## src/rtl/rv32ic_fetch_pkg.sv

```systemverilog
// Shared types for the RV32IC fetch aligner: halfword type, the RV16 overlay
// union used by the downstream expander, the compressed-opcode test and the
// aligned-fetch output bundle. No ports.
package rv32ic_fetch_pkg;

  typedef logic [15:0] halfword_t;

  // Opcode bits [1:0] of a full-length (32-bit) instruction.
  localparam logic [1:0] OPC_FULL = 2'b11;

  // CI format: c.li, c.addi, c.lui, ...
  typedef struct packed {
    logic [2:0] funct3;
    logic       imm_hi;
    logic [4:0] rd_rs1;
    logic [4:0] imm_lo;
    logic [1:0] op;
  } rv16_ci_t;

  // CR format: c.mv, c.add, c.jr, ...
  typedef struct packed {
    logic [3:0] funct4;
    logic [4:0] rd_rs1;
    logic [4:0] rs2;
    logic [1:0] op;
  } rv16_cr_t;

  // Low halfword of the aligned instruction as seen by the expander.
  typedef union packed {
    halfword_t raw;
    rv16_ci_t  ci;
    rv16_cr_t  cr;
  } rv32ic_rv16_t;

  // Aligned fetch output bundle for the decode stage.
  typedef struct packed {
    logic [31:0] instr;
    logic        is_c;
    logic [31:0] pc;
  } fetch_out_t;

  // Masking with a constant keeps the whole halfword referenced; only the
  // opcode bits decide the length.
  function automatic logic is_compressed(input halfword_t hw);
    return (hw & 16'h0003) != {14'h0, OPC_FULL};
  endfunction

endpackage

```

## src/rtl/rv32ic_fetch_aligner_hw_buffer.sv

```systemverilog
// Halfword circular FIFO with push-1/push-2, pop-1/pop-2, flush and 2-entry peek.
// Ports: push_vld/push_two/push_dat (push_two=0 pushes only push_dat[31:16]),
//        pop_vld/pop_two, flush (clears occupancy), cnt, peek0 (head), peek1.
module rv32ic_hw_buffer
  import rv32ic_fetch_pkg::*;
#(
  parameter int DEPTH = 4,
  parameter int CNT_W = $clog2(DEPTH + 1),
  parameter int PTR_W = $clog2(DEPTH)
) (
  input  logic             clk,
  input  logic             rst_n,
  input  logic             push_vld,
  input  logic             push_two,
  input  logic [31:0]      push_dat,
  input  logic             pop_vld,
  input  logic             pop_two,
  input  logic             flush,
  output logic [CNT_W-1:0] cnt,
  output halfword_t        peek0,
  output halfword_t        peek1
);

  halfword_t        mem_q [DEPTH];
  halfword_t        mem_d [DEPTH];
  logic [PTR_W-1:0] rd_q, rd_d, wr_q, wr_d;
  logic [CNT_W-1:0] cnt_q, cnt_d;
  logic [CNT_W-1:0] n_push, n_pop;

  // Pointer advance with wrap; works for non power-of-two depths too.
  function automatic logic [PTR_W-1:0] ptr_add(input logic [PTR_W-1:0] p, input int k);
    int s;
    s = int'(p) + k;
    if (s >= DEPTH) s = s - DEPTH;
    return PTR_W'(s);
  endfunction

  always_comb begin
    mem_d  = mem_q;
    rd_d   = rd_q;
    wr_d   = wr_q;
    cnt_d  = cnt_q;
    n_push = '0;
    n_pop  = '0;
    if (flush) begin
      rd_d  = '0;
      wr_d  = '0;
      cnt_d = '0;
    end else begin
      if (push_vld) begin
        if (push_two) begin
          mem_d[wr_q]             = push_dat[15:0];
          mem_d[ptr_add(wr_q, 1)] = push_dat[31:16];
          wr_d                    = ptr_add(wr_q, 2);
          n_push                  = CNT_W'(2);
        end else begin
          mem_d[wr_q] = push_dat[31:16];
          wr_d        = ptr_add(wr_q, 1);
          n_push      = CNT_W'(1);
        end
      end
      if (pop_vld) begin
        rd_d  = ptr_add(rd_q, pop_two ? 2 : 1);
        n_pop = pop_two ? CNT_W'(2) : CNT_W'(1);
      end
      cnt_d = cnt_q + n_push - n_pop;
    end
  end

  always_ff @(posedge clk or negedge rst_n) begin
    if (!rst_n) begin
      for (int i = 0; i < DEPTH; i++) mem_q[i] <= '0;
      rd_q  <= '0;
      wr_q  <= '0;
      cnt_q <= '0;
    end else begin
      mem_q <= mem_d;
      rd_q  <= rd_d;
      wr_q  <= wr_d;
      cnt_q <= cnt_d;
    end
  end

  assign cnt   = cnt_q;
  assign peek0 = mem_q[rd_q];
  assign peek1 = mem_q[ptr_add(rd_q, 1)];

endmodule

```

## src/rtl/rv32ic_fetch_aligner.sv

```systemverilog
// Aligns word-aligned 32-bit fetch words into one RV32IC instruction per handshake.
// Ports: in_valid/in_ready/in_data (fetch words), flush/flush_pc (redirect),
//        out_valid/out_ready/out_instr/out_is_c/out_pc (aligned instruction).
module rv32ic_fetch_aligner
  import rv32ic_fetch_pkg::*;
#(
  parameter int ADDR_W = 32,
  parameter int BUF_HW = 4
) (
  input  logic              clk,
  input  logic              rst_n,
  input  logic              in_valid,
  output logic              in_ready,
  input  logic [31:0]       in_data,
  input  logic              flush,
  input  logic [ADDR_W-1:0] flush_pc,
  output logic              out_valid,
  input  logic              out_ready,
  output logic [31:0]       out_instr,
  output logic              out_is_c,
  output logic [ADDR_W-1:0] out_pc
);

  localparam int               CNT_W = $clog2(BUF_HW + 1);
  localparam logic [CNT_W-1:0] TWO   = CNT_W'(2);
  // Accept only when a full two-halfword push fits regardless of pops.
  localparam logic [CNT_W-1:0] ROOM  = CNT_W'(BUF_HW - 2);

  logic [CNT_W-1:0]  cnt;
  halfword_t         hw0, hw1;
  rv32ic_rv16_t      lo_u;
  logic              head_c, have1, have2, push, pop;
  logic [ADDR_W-1:0] pc_q, pc_d;
  logic              skip_q, skip_d;
  logic              live_q, live_d;

  assign head_c = is_compressed(hw0);
  assign have1  = (cnt != '0);
  assign have2  = (cnt >= TWO);

  // live_q keeps in_ready low through reset until the first clock edge.
  assign in_ready  = live_q && !flush && (cnt <= ROOM);
  assign out_valid = head_c ? have1 : have2;
  assign push      = in_valid && in_ready;
  assign pop       = out_valid && out_ready && !flush;

  assign lo_u      = hw0;
  assign out_instr = {(have2 && !head_c) ? hw1 : 16'h0, lo_u};
  assign out_is_c  = have1 && head_c;
  assign out_pc    = pc_q;

  always_comb begin
    pc_d   = pc_q;
    skip_d = skip_q;
    live_d = 1'b1;
    if (flush) begin
      // Redirect to a halfword address: the first word's low half is stale.
      pc_d   = flush_pc;
      skip_d = flush_pc[1];
    end else begin
      if (pop)  pc_d   = pc_q + (head_c ? ADDR_W'(2) : ADDR_W'(4));
      if (push) skip_d = 1'b0;
    end
  end

  always_ff @(posedge clk or negedge rst_n) begin
    if (!rst_n) begin
      pc_q   <= '0;
      skip_q <= 1'b0;
      live_q <= 1'b0;
    end else begin
      pc_q   <= pc_d;
      skip_q <= skip_d;
      live_q <= live_d;
    end
  end

  rv32ic_hw_buffer #(
    .DEPTH (BUF_HW)
  ) u_buf (
    .clk      (clk),
    .rst_n    (rst_n),
    .push_vld (push),
    .push_two (!skip_q),
    .push_dat (in_data),
    .pop_vld  (pop),
    .pop_two  (!head_c),
    .flush    (flush),
    .cnt      (cnt),
    .peek0    (hw0),
    .peek1    (hw1)
  );

  a_flush_pc_even: assert property (@(posedge clk) disable iff (!rst_n) flush |-> !flush_pc[0]);

endmodule

```

## config.mk

```make
export PLATFORM = sky130hd
export DESIGN_NAME = rv32ic_fetch_aligner
export DESIGN_NICKNAME = d
export VERILOG_FILES = /design/src/rtl/rv32ic_fetch_pkg.sv /design/src/rtl/rv32ic_fetch_aligner_hw_buffer.sv /design/src/rtl/rv32ic_fetch_aligner.sv
export SDC_FILE = /design/constraint.sdc
export NUM_CORES = 1
export LEC_CHECK = 0
export ABC_AREA = 1
export BUFFER_PORTS_ARGS = -buffer_cell sky130_fd_sc_hd__buf_2
export CORE_ASPECT_RATIO = 0.75
export CORE_MARGIN = 2
export CORE_UTILIZATION = 55
export DETAILED_ROUTE_END_ITERATION = 10
export PLACE_DENSITY = 0.87
export SETUP_SLACK_MARGIN = 0.5
export SLEW_MARGIN = 30
export SYNTH_ARGS = -nofsm -noshare
export SYNTH_HDL_FRONTEND = slang
export SYNTH_HIERARCHICAL = 1
export SYNTH_SLANG_ARGS = --single-unit
```

## constraint.sdc

```tcl
create_clock -name clk -period 3.85 [get_ports clk]
set_input_delay 0.9625 -clock clk [delete_from_list [all_inputs] [get_ports clk]]
set_output_delay 0.9625 -clock clk [all_outputs]
set_load 0.02 [all_outputs]
```

Word-level counts from Yosys, hierarchy flattened
Cells that the tools add are included.

Register bits after elaboration: 105. Output and inout bits: 67. Input port bits: 69. Logic and storage cells: 95.

Order comparisons: 12. Equal/unequal tests: 1. Mux-type cells: 41. Add/sub/neg operators: 11. Reduce and logical (&&, ||, !) cells: 15. Bitwise logic cells: 5.

Operator list (number): $bwmux 64 (3); $mux 16 (7); $bmux 16 s2 (2); $demux 16 s2 (2); $mux 32 (2); $mux 64 (1); $add 32x3->32 (1); $ge 32x4->1 const B (1); $mux 2 (15); $ge 3x3->1 const B (7); $mux 3 (6); $not 2->3 (4); $logic_and 1x1->1 (9); $sub 2x1->2 const B (4); $add 2x1->3 const B (2); $lt 3x1->1 const B (2); $reduce_bool 2->1 (2); $add 2x2->3 (1); $add 2x2->3 const B (1); $add 3x3->3 (1); $ge 3x2->1 const B (1); $le 3x2->1 const B (1); $mux 1 (3); $reduce_bool 3->1 (1); 5 further kinds (6).

Logic depth before layout (Yosys ltp)
Gate-level depths: netlist of the first run.

Depth in word-level cells: 13. Depth in mapped cells: 22. Depth with buffers taken out: 19.

Cells and area by module
The synthesis of the first run kept the hierarchy.

By module, submodules not included: rv32ic_hw_buffer (times used 1, seq. area each 1776.7 sq um, cells each 971, area an instance 5765.5 sq um); rv32ic_fetch_aligner (times used 1, seq. area each 850.8 sq um, cells each 419, area an instance 2565.0 sq um).

Worst setup path after synthesis of the first run
OpenSTA, ideal clock, no wires.

Path kind: reg-to-output. From: register u_buf.rd_q[0]. To: output out_instr[21]. Required time: 2888 ps. Arrival: 2530 ps. Stages on the path, launching flop included: 11. Setup slack: 357 ps. Buffers on the path: 3. Path through: dfrtp_1 > buf_2 > inv_2 > buf_2 > o21ai_0 > o21ai_0 > nand2_1 > inv_1 > nand2_1 > clkbuf_1 > nor2_1.

Longest elaborated chain between the ends: 8. Elaborated cells between the ends (all ways): 16. Those cells by class: add/sub: 2; order compare: 1; eq/ne: 1; mux: 8; bitwise: 2; reduce/logical: 2.

RTL lines: from (decl) (RTL line rv32ic_fetch_aligner_hw_buffer.sv:26) `logic [PTR_W-1:0] rd_q, rd_d, wr_q, wr_d;`; from (signal assigned) (RTL line rv32ic_fetch_aligner_hw_buffer.sv:78) `rd_q <= rd_d;`; $not 2->3 (not written as such) (RTL line rv32ic_fetch_aligner_hw_buffer.sv:85) `assign peek0 = mem_q[rd_q];`; $bmux 16 s2 (RTL line rv32ic_fetch_aligner_hw_buffer.sv:85); $mux 16 (not written as such) (2 in a row) (RTL line rv32ic_fetch_aligner_hw_buffer.sv:85); net out_instr[0] (RTL line rv32ic_fetch_aligner.sv:19) `output logic [31:0] out_instr,`; $ne 2x2->1 (RTL line rv32ic_fetch_pkg.sv:45) `return (hw & 16'h0003) != {14'h0, OPC_FULL};`; $logic_not 1->1; $logic_and 1x1->1 (RTL line rv32ic_fetch_aligner.sv:48) `assign out_instr = {(have2 && !head_c) ? hw1 : 16'h0, lo_u};`; $mux 16 (RTL line rv32ic_fetch_aligner.sv:48); to (decl) (RTL line rv32ic_fetch_aligner.sv:19).

The timed path passes the listed nets, and every way through them passes these cells. The select of a mux whose other input is x is not followed.

Worst setup path in the final report of the first run
From: register u_buf.rd_q[0]. To: output out_instr[29].

Longest elaborated chain between the ends: 8. Elaborated cells between the ends (all ways): 16. Those cells by class: add/sub: 2; order compare: 1; eq/ne: 1; mux: 8; bitwise: 2; reduce/logical: 2.

RTL lines: $add 2x1->3 or $not 2->3 (tied branches) (RTL line rv32ic_fetch_aligner_hw_buffer.sv:33, rv32ic_fetch_aligner_hw_buffer.sv:85); $ge 3x3->1 (tied with other cells) (RTL line rv32ic_fetch_aligner_hw_buffer.sv:34) `if (s >= DEPTH) s = s - DEPTH;`; $mux 2 or $mux 16 (tied branches) (RTL line rv32ic_fetch_aligner_hw_buffer.sv:34, rv32ic_fetch_aligner_hw_buffer.sv:85); $not 2->3 (not written as such) or $mux 16 (tied branches) (RTL line rv32ic_fetch_aligner_hw_buffer.sv:86, rv32ic_fetch_aligner_hw_buffer.sv:85); $bmux 16 s2 or $ne 2x2->1 (tied branches) (RTL line rv32ic_fetch_aligner_hw_buffer.sv:86, rv32ic_fetch_pkg.sv:45); $mux 16 (not written as such) or $logic_not 1->1 (tied branches); $mux 16 (not written as such) or $logic_and 1x1->1 (tied branches) (RTL line rv32ic_fetch_aligner_hw_buffer.sv:86, rv32ic_fetch_aligner.sv:48); $mux 16 * (RTL line rv32ic_fetch_aligner.sv:48).

Mark *: on every way between the ends. The rest lies on a longest branch, timed or not. The select of a mux whose other input is x is not followed.

==> impl_metrics.ini, run 1 <==
[power]
powerDensity_mw_per_mm2 = 496
combinationalPowerShare = 0.425
pwr-share-clk = 0.216
p_seq_frac = 0.358
power_leakage_nw = 5.09
p_sw_frac = 0.445
p_int_mw = 2.58
ir_drop_mv = 0.332
p_sw_mw = 2.07
finalPower_mw = 4.65

[clock_network]
cts_max_path_buffers = 2
cts_tree = built
clkSlewWorstSetupHoldPaths_ns = 0.08
hold_buffers = 0
cts.htree.levels = 3
clock_latency_ns = 0.35
clock-sinks = 105
root_buffer = clkbuf_16
cts_made_buffers = 9

[final_layout]
fin_nets = 1567
final-instance-count-excl-fill = 1687
drive_gt1_frac = 0.139
synthToLayoutAreaGrowth_pct = 12.6
fill_cells = 1406
seq_area_mm2 = 0.00263
antennaDiodeCount = 0
multi_input_area_mm2 = 0.00488

[synthesis]
yosys_register_bits = 105
muxShareOfSynthArea = 0
yosysSeqAreaShare = 0.315
synth_top_family_by_area = simple AND/OR/NAND/NOR gates
async_flop_share = 1.00
synth_flop_cell = dfrtp_1
synth_compound_area_frac = 0.0698
synthesis.area_mm2 = 0.00833
synth_xor_area_frac = 0.0126
synth-edff-count = 0
synth_nets = 1475
synth-warning-count = 6
synth.distinct_cells = 37
synth_adder_area_share = 0.0267
synthSimpleGateAreaFrac = 0.475
syn_avg_cell_area_um2 = 5.99
synthCells = 1390

[timing]
fin_skew_ns = 0.0112
hold_viol = 0
layout_worst_path_cycle_share = 0.831
relSlewSlack = 0.346
finalSetupViolCount = 0
max_freq_ghz = 0.312
finalSetupTns_ns = 0
max_slew.worst_pin.slew_ns = 0.978
setup_ws_ns = 0.649
fin_crit_ns = 3.20
drv_slew = 0
fin_hold_ws_ns = 0.477
rsz0062_at_grt = no

[placed_design]
dp.cells = 1667
dp_slack_ns = 0.601
routabilityCongestion = 1.00
numPortBuffers = 135
hpwl_um = 19000

[floorplanning]
io-pin-count = 136
std_cell_rows = 38
core_mm2 = 0.0146
die_h_um = 111
initial_utilization = 0.569
dieArea_mm2 = 0.0162
fp.dieW_um = 146

[setup_path]
rrSetupSlack_ns = 0.71
r2r_end = u_buf/cnt[2]
critPathKind = reg -> out
cp_max_fo = 36
timing.rr.start = u_buf/rd_q[0]
worst_setup_path_start_kind = flip-flop
reg2reg_depth = 17
cp.arrival_ns = 2.24
end_kind = output port
cp_data_required_time_ns = 2.89

[drt]
wire_per_inst_um = 15.6
ant_nets = 0
drc = 0
dr.pass1.iters = 6
wirelength_um = 26400
drt_iter0_drc = 918
vias = 9512
vias_per_cell = 5.64

[min_path]
worstHoldStart = out_pc[0]
hold_class = reg -> reg
min_to = out_pc[0]
holdPathStages = 2

[global_routing]
antenna_found_initial = 0
grt_pass1_wl_um = 42700
track_usage = 0.321
grt_max_degree = 55
grt_pass1_vias = 8575
grt_overflow = 0

[run]
maxCapViolCount = 0

[run_status]
outcome = finished, final reports clean
metal layers:
metal | global-route usage | wire (um) | vias to the layer above
met3 | 0.0698 | 2840 | 59
met1 | 0.460 | 11300 | 4364
met5 | 0 | 0 | -
met2 | 0.489 | 11700 | 559
li1 | - | - | 4530
met4 | 0.0893 | 608 | 0
timing repair:
item,in CTS,in global routing
resized for setup,2,6
endpoints found under the setup margin,16,17
pin swaps,0,1
cloned,0,0
hold endpoints to repair,0,0
buffers inserted,0,4
cell families after synthesis:
kind of cell,after synthesis
fa+ha+maj,16
buf+inv,194
xor+xnor,12
other cells,1
flops,105
compound gates,106
simple gates,956
critical path, cell delays in order, from the launching register on:
cell,delay (ns)
dfrtp_1,0.41
buf_6,0.29
nor2_1,0.11
o21ai_1,0.18
nand2_1,0.15
clkinvlp_4,0.22
nand2_4,0.19
nor2_1,0.14
buf_2,0.18
synthesized netlist by cell type (4+ instances only):
cell type | n | area [um2]
nor2_4 | 6 | 67.6
o211ai_1 | 4 | 30.0
nand3_1 | 198 | 991
inv_2 | 11 | 41.3
dfrtp_1 | 105 | 2630
o21ai_0 | 61 | 305
o21ai_1 | 10 | 50.1
nand4_1 | 5 | 31.3
buf_6 | 5 | 56.3
xor2_1 | 9 | 78.8
nor2_2 | 4 | 25.0
inv_1 | 111 | 417
nand2_2 | 6 | 37.5
a21oi_1 | 20 | 100
buf_4 | 7 | 52.6
ha_1 | 13 | 163
nand2_1 | 634 | 2380
clkbuf_1 | 24 | 90.1
nor2_1 | 94 | 353
buf_2 | 34 | 170
power by group through the flow:
stage | clock (mW) | combinational (mW) | sequential, mW
after CTS | 1.02 | 1.91 | 1.65
after floorplan | 0 | 1.23 | 1.69
after detailed placement | 0 | 1.89 | 1.66
after global placement | 0 | 1.84 | 1.65
final | 1.01 | 1.98 | 1.67
after global routing | 1.05 | 2.18 | 1.70
sequential cells by signal, summed over array words and instances, names as in the netlist:
| signal | count |
|---|---|
| u_buf/mem_q | 64 |
| out_pc | 32 |
| u_buf/cnt | 3 |
| u_buf/rd_q | 2 |
| u_buf/wr_q | 2 |
| live_q | 1 |
| skip_q | 1 |
cell usage in the layout, fill, tap and decap left out, types with 9 or more instances in the layout:
cell         n
o21ai_1     12
nand2_1    633
dfrtp_1    105
nand3_1    198
buf_2      134
a21oi_1     20
o21ai_0     59
buf_4       17
clkbuf_16    9
inv_2       11
xor2_1       9
nor2_1      94
inv_1      107
ha_1        13
worst max-delay path by stage:
stage                  start  slack [ns]  cells past startpoint            end
3_5_place_dp   u_buf/rd_q[0]        0.60                      8  out_instr[29]
5_1_grt        u_buf/rd_q[0]        0.50                     17   u_buf/cnt[2]
6_report       u_buf/rd_q[0]        0.65                      8  out_instr[29]
4_1_cts        u_buf/rd_q[0]        0.53                      8  out_instr[29]
2_1_floorplan  u_buf/rd_q[0]        0.57                     10  out_instr[21]
3_3_place_gp   u_buf/rd_q[0]        0.72                      8  out_instr[21]
metrics by stage:
step                       util  area [um2]
after floorplan               -        8330
after global placement    0.615        9000
after detailed placement  0.615        9000
after CTS                 0.637        9330
after global routing      0.640        9380
final                     0.640        9380
area by class of cell:
type / count / area share
multi-input cells: 1091 / 0.520
flip-flops and latches: 105 / 0.280
repair buffers: 153 / 0.0885
inverters: 122 / 0.0502
well taps: 200 / 0.0267
clock buffers: 12 / 0.0263
clock inverters: 4 / 0.00814
Power figures use the tool's default switching activity.
==> run 2, diff against run 1 <==
Clock period 3.85 ns to 3.1 ns, I/O delays scaled along.
==> impl_metrics.ini, run 2 (synthesis gave the netlist of run 1 again) <==
[drt]
wire_per_inst_um = 17.4
dr.pass1.iters = 8
vias = 10053
drc = 0
drt_iter0_drc = 2102
wirelength_um = 29800
ant_nets = 0
vias_per_cell = 5.87

[floorplanning]
std_cell_rows = 38
initial_utilization = 0.569
dieArea_mm2 = 0.0162
fp.dieW_um = 146
core_mm2 = 0.0146
io-pin-count = 136
die_h_um = 111

[timing]
rsz0062_at_grt = yes
finalSetupTns_ns = 0
drv_slew = 0
hold_viol = 0
max_slew.worst_pin.slew_ns = 0.825
fin_skew_ns = 0.00950
finalSetupViolCount = 0
relSlewSlack = 0.448
fin_crit_ns = 2.85
layout_worst_path_cycle_share = 0.918
max_freq_ghz = 0.351

[clock_network]
clock-sinks = 105
clkSlewWorstSetupHoldPaths_ns = 0.07
cts_max_path_buffers = 2
root_buffer = clkbuf_16
hold_buffers = 0
cts_made_buffers = 9
clock_latency_ns = 0.36
cts_tree = built
cts.htree.levels = 3

[placed_design]
routabilityCongestion = 1.04
dp.cells = 1673
hpwl_um = 19400
numPortBuffers = 135

[setup_path]
end_kind = output port
cp_max_fo = 8
cpMaxStageDelayCell = dfrtp_2
critPathMaxStageDelay_ns = 0.48
timing.rr.start = u_buf/rd_q[0]
cp.arrival_ns = 2.07
critPathLaunch = u_buf/rd_q[0]
path_cells = inv_6, a21oi_4, o21ai_4, o21ai_4, nand2_4, clkinvlp_4, nand2_4, clkbuf_16, nor2_2, buf_6
critPathKind = reg -> out
worst_setup_path_start_kind = flip-flop
cp_data_required_time_ns = 2.32

[final_layout]
fin_nets = 1592
synthToLayoutAreaGrowth_pct = 20.5
layout_common_cells = nand2_1, nand3_1, buf_2
final-instance-count-excl-fill = 1712
drive_gt1_frac = 0.192
multi_input_area_mm2 = 0.00514
top_register = u_buf/mem_q
largest_reg_flops = 64
fill_cells = 1212
seq_area_mm2 = 0.00263
mostFrequentLayoutCell = nand2_1
antennaDiodeCount = 0

[min_path]
hold_class = in -> async

[global_routing]
grt_pass1_wl_um = 44600
grt_pass1_vias = 8329
grt_overflow = 0
track_usage = 0.342
antenna_found_initial = 0
grt_max_degree = 55

[power]
powerDensity_mw_per_mm2 = 623
ir_drop_mv = 0.330
power_leakage_nw = 5.34

[run_status]
outcome = finished, final reports clean

[run]
maxCapViolCount = 0
run 2: cell count changes in the layout (fill, tap and decap cells not counted), sizes merged:
cell      delta
buf         +23
clkinvlp     -1
inv          +1
clkinv       +2
run 2: power by group:
group / switching (mW) / internal (mW)
Combinational: 1.88 / 1.03
Sequential: 0.414 / 1.68
Clock: 0.523 / 0.729
Total: 2.82 / 3.44
run 2: metal layers:
metal / routed length [um] / track usage
met5: 0 / 0
met4: 776 / 0.0706
met3: 5070 / 0.119
met2: 12100 / 0.451
met1: 11900 / 0.533
run 2: final timing paths:
path	slack, ns	depth (start not counted)	end
min reg2reg	0.47	2	out_pc[0]
min	0.35	1	u_buf/mem_q[7]
max	0.25	10	out_instr[23]
min in group clk	0.47	2	out_pc[0]
max reg2reg	0.32	17	u_buf/cnt[1]
max in group asynchronous	2.10	2	u_buf/mem_q[50]
run 2: critical path, delay by kind of cell (launching register included):
family          cells  cell delay, ns
buf+inv             4            0.53
flops               1            0.48
compound gates      3            0.41
simple gates        3            0.29
run 2: cell type report:
type	count	share of cell area
Sequential cell	105	0.262
Timing Repair Buffer	177	0.120
Inverter	122	0.0473
Clock buffer	11	0.0242
Multi-Input combinational cell	1091	0.512
Timing Repair inverter	1	0.00112
Clock inverter	5	0.00785
Tap cell	200	0.0249
run 2: repair_timing:
item                                    in CTS  in global routing
cloned                                       2                  1
setup buffers                                8                 12
endpoints found under the setup margin      33                 52
pin swaps                                    0                 17
gates resized for setup                     39                 80
run 2: metrics by stage:
stage	hold WS [ns]	total power, mW	instance area [um2]	utilization	worst slack, ns
2_1_floorplan	0.449	3.72	8460	-	0.281
3_3_place_gp	0.464	4.40	9130	0.623	0.291
3_5_place_dp	0.459	4.47	9130	0.623	0.243
4_1_cts	0.356	5.85	9670	0.661	0.391
5_1_grt	0.374	6.57	10000	0.686	0.214
6_report	0.346	6.26	10000	0.686	0.254
